$ cat src/rtl/mux21_pattern_gen.sv
// mux21_pattern_gen
// Stimulus sequencer and checker for a combinational 2:1 mux (mux21b).
// Steps (a,b,s) through all 8 combinations from a 3-bit index
// (s = idx[2], a = idx[1], b = idx[0]). Each pattern is held for HOLD_CYCLES
// clocks. The returned y_in is compared against s ? b : a in the last cycle
// of every hold window, and mismatches are counted.
//
// Optional build macro: MUX21_PATGEN_LOOP_EN
//   undefined : one sweep per accepted start, RUN -> DONE -> IDLE.
//   defined   : sweeps repeat back to back while busy stays high. done pulses
//               at every wrap, and the error outputs latch the completed
//               sweep's result on that pulse. Only rst leaves the loop.

module mux21_pattern_gen #(
    parameter int HOLD_CYCLES = 10,
    parameter int CNT_W       = 16
) (
    input  logic       clk,
    input  logic       rst,
    input  logic       start,
    input  logic       y_in,
    output logic       a,
    output logic       b,
    output logic       s,
    output logic       busy,
    output logic       done,
    output logic [3:0] err_cnt,
    output logic [2:0] first_err_idx,
    output logic       err_any
);

    typedef enum logic [1:0] {
        ST_IDLE = 2'd0,
        ST_RUN  = 2'd1,
        ST_DONE = 2'd2
    } state_t;

    // Counter value that marks the check (last) cycle of a hold window.
    localparam logic [CNT_W-1:0] LAST_CNT = CNT_W'(HOLD_CYCLES - 1);
    localparam logic [CNT_W-1:0] CNT_ONE  = CNT_W'(1);

    state_t           r_state;
    state_t           w_state_nxt;

    logic [2:0]       r_idx;
    logic [2:0]       w_idx_nxt;
    logic [CNT_W-1:0] r_cnt;
    logic [CNT_W-1:0] w_cnt_nxt;

    // Running accumulators for the sweep in progress.
    logic [3:0]       r_acc_cnt;
    logic [3:0]       w_acc_cnt_nxt;
    logic [2:0]       r_acc_first;
    logic [2:0]       w_acc_first_nxt;

    // Accumulator values after folding in the current cycle's check result.
    logic [3:0]       w_fin_cnt;
    logic [2:0]       w_fin_first;

    logic             r_a;
    logic             r_b;
    logic             r_s;
    logic             r_busy;
    logic             r_done;
    logic             w_done_nxt;

    logic             w_check;
    logic             w_expect;
    logic             w_mismatch;

    // The expected value comes from the index rather than from the a/b/s
    // registers. A fault on the driven pins then appears as a mismatch and
    // is not silently mirrored.
    assign w_expect   = r_idx[2] ? r_idx[0] : r_idx[1];
    assign w_check    = (r_state == ST_RUN) && (r_cnt == LAST_CNT);
    assign w_mismatch = w_check && (y_in != w_expect);

    assign w_fin_cnt   = r_acc_cnt + {3'b000, w_mismatch};
    assign w_fin_first = (w_mismatch && (r_acc_cnt == 4'd0)) ? r_idx : r_acc_first;

    // State register
    always_ff @(posedge clk) begin
        if (rst) begin
            r_state <= ST_IDLE;
        end else begin
            r_state <= w_state_nxt;
        end
    end

    // Next-state, next index/counter and accumulator updates
    always_comb begin
        w_state_nxt     = r_state;
        w_idx_nxt       = r_idx;
        w_cnt_nxt       = r_cnt;
        w_acc_cnt_nxt   = r_acc_cnt;
        w_acc_first_nxt = r_acc_first;
        w_done_nxt      = 1'b0;

        case (r_state)
            ST_IDLE: begin
                if (start) begin
                    w_state_nxt     = ST_RUN;
                    w_idx_nxt       = 3'd0;
                    w_cnt_nxt       = '0;
                    w_acc_cnt_nxt   = 4'd0;
                    w_acc_first_nxt = 3'd0;
                end
            end

            ST_RUN: begin
                w_cnt_nxt       = r_cnt + CNT_ONE;
                w_acc_cnt_nxt   = w_fin_cnt;
                w_acc_first_nxt = w_fin_first;
                if (w_check) begin
                    w_cnt_nxt = '0;
                    if (r_idx == 3'd7) begin
                        w_done_nxt = 1'b1;
`ifdef MUX21_PATGEN_LOOP_EN
                        // Wrap into the next sweep with no gap. The finished
                        // result is latched into the outputs separately.
                        w_idx_nxt       = 3'd0;
                        w_acc_cnt_nxt   = 4'd0;
                        w_acc_first_nxt = 3'd0;
`else
                        w_state_nxt = ST_DONE;
`endif
                    end else begin
                        w_idx_nxt = r_idx + 3'd1;
                    end
                end
            end

            ST_DONE: begin
                w_state_nxt = ST_IDLE;
            end

            default: begin
                w_state_nxt = ST_IDLE;
            end
        endcase
    end

    // Datapath registers. a/b/s, busy and done are registered from the next
    // state, so pattern 0 appears in the first cycle after the start is
    // accepted.
    always_ff @(posedge clk) begin
        if (rst) begin
            r_idx       <= 3'd0;
            r_cnt       <= '0;
            r_acc_cnt   <= 4'd0;
            r_acc_first <= 3'd0;
            r_a         <= 1'b0;
            r_b         <= 1'b0;
            r_s         <= 1'b0;
            r_busy      <= 1'b0;
            r_done      <= 1'b0;
        end else begin
            r_idx       <= w_idx_nxt;
            r_cnt       <= w_cnt_nxt;
            r_acc_cnt   <= w_acc_cnt_nxt;
            r_acc_first <= w_acc_first_nxt;
            r_a         <= (w_state_nxt == ST_RUN) ? w_idx_nxt[1] : 1'b0;
            r_b         <= (w_state_nxt == ST_RUN) ? w_idx_nxt[0] : 1'b0;
            r_s         <= (w_state_nxt == ST_RUN) ? w_idx_nxt[2] : 1'b0;
            r_busy      <= (w_state_nxt == ST_RUN);
            r_done      <= w_done_nxt;
        end
    end

`ifdef MUX21_PATGEN_LOOP_EN
    logic [3:0] r_err_cnt;
    logic [2:0] r_err_first;

    // Result latch: capture the completed sweep at each wrap.
    always_ff @(posedge clk) begin
        if (rst) begin
            r_err_cnt   <= 4'd0;
            r_err_first <= 3'd0;
        end else if (w_done_nxt) begin
            r_err_cnt   <= w_fin_cnt;
            r_err_first <= w_fin_first;
        end
    end

    assign err_cnt       = r_err_cnt;
    assign first_err_idx = r_err_first;
`else
    // The accumulators hold through DONE/IDLE until the next accepted start.
    assign err_cnt       = r_acc_cnt;
    assign first_err_idx = r_acc_first;
`endif

    assign err_any = (err_cnt != 4'd0);
    assign a       = r_a;
    assign b       = r_b;
    assign s       = r_s;
    assign busy    = r_busy;
    assign done    = r_done;

endmodule
$ cat config.mk
export PLATFORM = sky130hd
export DESIGN_NAME = mux21_pattern_gen
export DESIGN_NICKNAME = d
export VERILOG_FILES = /design/src/rtl/mux21_pattern_gen.sv
export SDC_FILE = /design/constraint.sdc
export NUM_CORES = 1
export LEC_CHECK = 0
export CAP_MARGIN = 20
export CORE_MARGIN = 10
export CORE_UTILIZATION = 45
export DETAILED_ROUTE_END_ITERATION = 12
export PLACE_DENSITY = 0.66
export SYNTH_ARGS = -nofsm -noshare
export SYNTH_HDL_FRONTEND = slang
export SYNTH_SLANG_ARGS = --single-unit
$ cat constraint.sdc
create_clock -name clk -period 2.05 [get_ports clk]
set_clock_uncertainty 0.05 [all_clocks]
set_input_delay 0.41 -clock clk [delete_from_list [all_inputs] [get_ports clk]]
set_output_delay 0.41 -clock clk [all_outputs]
set_load 0.005 [all_outputs]
==> results.md, run 1 <==
- Worst Path Class, Setup: reg -> reg
- Fmax: 519.3 MHz
- Largest area contributor in the synthesized netlist: dfxtp_1
- Max IR drop VDD: 0.7334 mV
- Worst-Margin Slew: 0.6236 ns
- Drt initial violations: 173
- Seq cells post-synth: 33
- Clk root buf: clkbuf_8
- Total GRT Usage: 14.02%
- Worst Setup End Kind: flip-flop
- Post-synth EDFFs: 0
- Final period utilization: 93.94%
- Port bufs: 16
- Synthesized netlist cell count: 193
- H-tree depth: 2
- Pin count of the biggest net entering global routing: 24
- Routed length per instance: 16.01 um
- Core area: 3661 um^2
- Total global routing overflow: 0
- Die Span Y: 81.31 um
- Initial antenna violation count: 0
- Nets: 232
- First-pass GRT wire length: 7.410 mm
- CTS tree: done
- Filler cells: 329
- Num ports: 17
- Initial Utilization: 46.21%
- Clock-pin slew on the worst setup and hold paths: 0.07 ns
- Critical path launch point type: flip-flop
- Clock Tree Buf Depth: 2
- Drt pass-1 iters: 5
- Antenna cells: 0
- Design area: 2137 um^2
- Number of cell rows: 22
- CTS Buf Count: 5
- Post-Syn Area per Cell: 8.765 um^2
- Share of cells above drive strength 1: 17.41%
- Vias after detailed routing: 1,607
- Placed inst area: 2028 um^2
- Max FO, Critical Path: 7
- R2R depth: 7
- Final Hold Vio Count: 0
- Seq/Total Area, Yosys: 39.05%
- RSZ-0062 raised after global routing: yes
- Max_slew headroom: 58.34%
- Leakage: 0.7376 nW
- PwrDens: 572.9 nW/um^2
- Cell area after synthesis: 1692 um^2
- Synth Flop Type: dfxtp_1
- Hold buffer count at CTS: 0
- HP Start: first_err_idx[1]
- Worst Setup SP: r_cnt[5]
- Data required time at the worst endpoint: 2.18 ns
- Total power: 1.224 mW
- GPL Wtd Cong: 0.8851
- Dpl hpwl: 3.167 mm
- Most common library cells after synthesis: 33 x dfxtp_1, 22 x nand2_1, 13 x nand3_1
- Die W: 81.31 um
- Antenna violation net count after detailed routing: 0
- Die ar.: 6611 um^2
- Post-synth net total: 202
- Distinct cell type count after synthesis: 43
- Yosys warning total: 0
- DR DRC count: 0
- Asr flop ratio synth: 0%
- Top-count cell post-synth: dfxtp_1
- Crit path time final: 1.926 ns
- Status: completed
- Area growth syn-to-layout: 26.33%
- Hold-critical path depth: 2
- Setup violators final: 0
- Area contributors post-synth: dfxtp_1 39%, nand2_1 4.9%, a31oi_1 4.4%, nand3_1 3.8%, ha_1 3.7%
- Slew Limit Fails: 0
- Sink Count: 33
- Max Cap Viol: 0
- Critical path arrival: 2.05 ns
- Class of the worst hold path: reg -> reg
- Final Util: 58.37%
- Reg-to-reg startpoint: r_cnt[5]
- Area share of the largest cell type after synthesis: 39.05%
- Avg Vias per Cell: 5.908
- Total Routed Length: 4.355 mm
- Vias in the first global route: 1,527
- Clk_lat worst skew: 0.29 ns
[repair_timing]
action / in CTS / in global routing
pin swaps: 0 / 3
gates cloned: 0 / 0
setup endpoints to repair: 1 / 7
hold endpoints to repair: 0 / 0
resized for setup: 1 / 6
setup buffers: 0 / 1
[layout make-up]
| cell class | count | area [um^2] | area share, % |
|---|---|---|---|
| timing repair buffer | 34 | 306.5 | 14.34 |
| clock buffer | 6 | 72.57 | 3.396 |
| multi-input combinational | 144 | 1003 | 46.96 |
| inverter | 5 | 18.77 | 0.8782 |
| tap | 48 | 60.06 | 2.810 |
| sequential | 33 | 665.6 | 31.15 |
| clock inverter | 2 | 10.01 | 0.4684 |
[cells by family (layout without fill, tap and decap cells)]
family | after synthesis | after routing | share of synthesized area (%)
mux | 6 | 6 | 3.550
simple gates | 87 | 87 | 30.10
xor+xnor | 3 | 3 | 1.554
flops | 33 | 33 | 39.05
compound gates | 43 | 43 | 17.46
fa+ha+maj | 5 | 5 | 3.698
buf+inv | 16 | 47 | 4.586
[critical path, stage by stage, from the launching register on]
cell	delay, ns
dfxtp_1	0.37
nor3_1	0.42
nand4_4	0.15
nor3_2	0.19
ha_2	0.20
ha_1	0.23
a22oi_2	0.15
nor2_1	0.05
[final timing paths]
check / slack (ns) / to
hold / removal: 0.42 / first_err_idx[1]
hold reg to reg: 0.42 / first_err_idx[1]
setup / recovery: 0.12 / err_cnt[1]
setup reg to reg: 0.12 / err_cnt[1]
[per-stage QoR]
stage	hold WS [ns]	std cells	setup TNS [ns]	worst slack, ns
2_1_floorplan	0.4011	193	0	0.02965
3_3_place_gp	0.4045	263	0	0.03933
3_5_place_dp	0.4133	263	0	0.009962
4_1_cts	0.4225	271	0	0.1103
5_1_grt	0.4431	272	-0.01495	-0.01495
6_report	0.4210	272	0	0.1243
[per-layer routing]
layer | share of wire (%) | vias up | GRT usage, %
met5 | 0 | - | 0
li1 | - | 785 | -
met3 | 6.6 | 7 | 3.974
met4 | 1.1 | 0 | 5.190
met1 | 45 | 757 | 18.47
met2 | 47 | 58 | 21.17
[power breakdown]
part,leakage (nW),internal (mW),switching [mW]
Combinational,0.425,0.0400,0.0525
Clock,0.0450,0.235,0.241
Sequential,0.268,0.647,0.00809
[state kept, by name, indices dropped and copies added, names as in the netlist]
| register | flops |
|---|---|
| first_err_idx | 3 |
| s | 1 |
| r_idx | 3 |
| r_cnt | 16 |
| a | 1 |
| err_cnt | 4 |
| b | 1 |
| done | 1 |
| busy | 1 |
| r_state | 2 |
[cells in the final DEF (no fill, tap or decap), drive strengths merged, types with 2 or more instances in the layout]
cell / n
nand2b: 2
nand2: 22
nor4: 4
clkdlybuf4s50: 15
inv: 5
and2: 2
o211ai: 6
nor2: 12
or4: 2
nor2b: 2
nand3b: 5
and4: 5
clkbuf: 6
a41oi: 3
o21ai: 4
a21oi: 8
a31oi: 12
nand3: 13
xor2: 2
mux2i: 6
a22oi: 3
nand4: 7
dfxtp: 33
ha: 5
clkinv: 2
nor4b: 3
o31ai: 2
buf: 18
and3: 2
nor3: 4
Power figures use the tool's default switching activity.
==> run 2: changes to the inputs <==
ABC_AREA = 0   (was not set)
CTS_CLUSTER_SIZE = 8   (was not set)
HOLD_SLACK_MARGIN = 0.08   (was not set)
==> results of run 2 <==
Same layout as run 1: the final DEF is identical, and so are final timing and power.
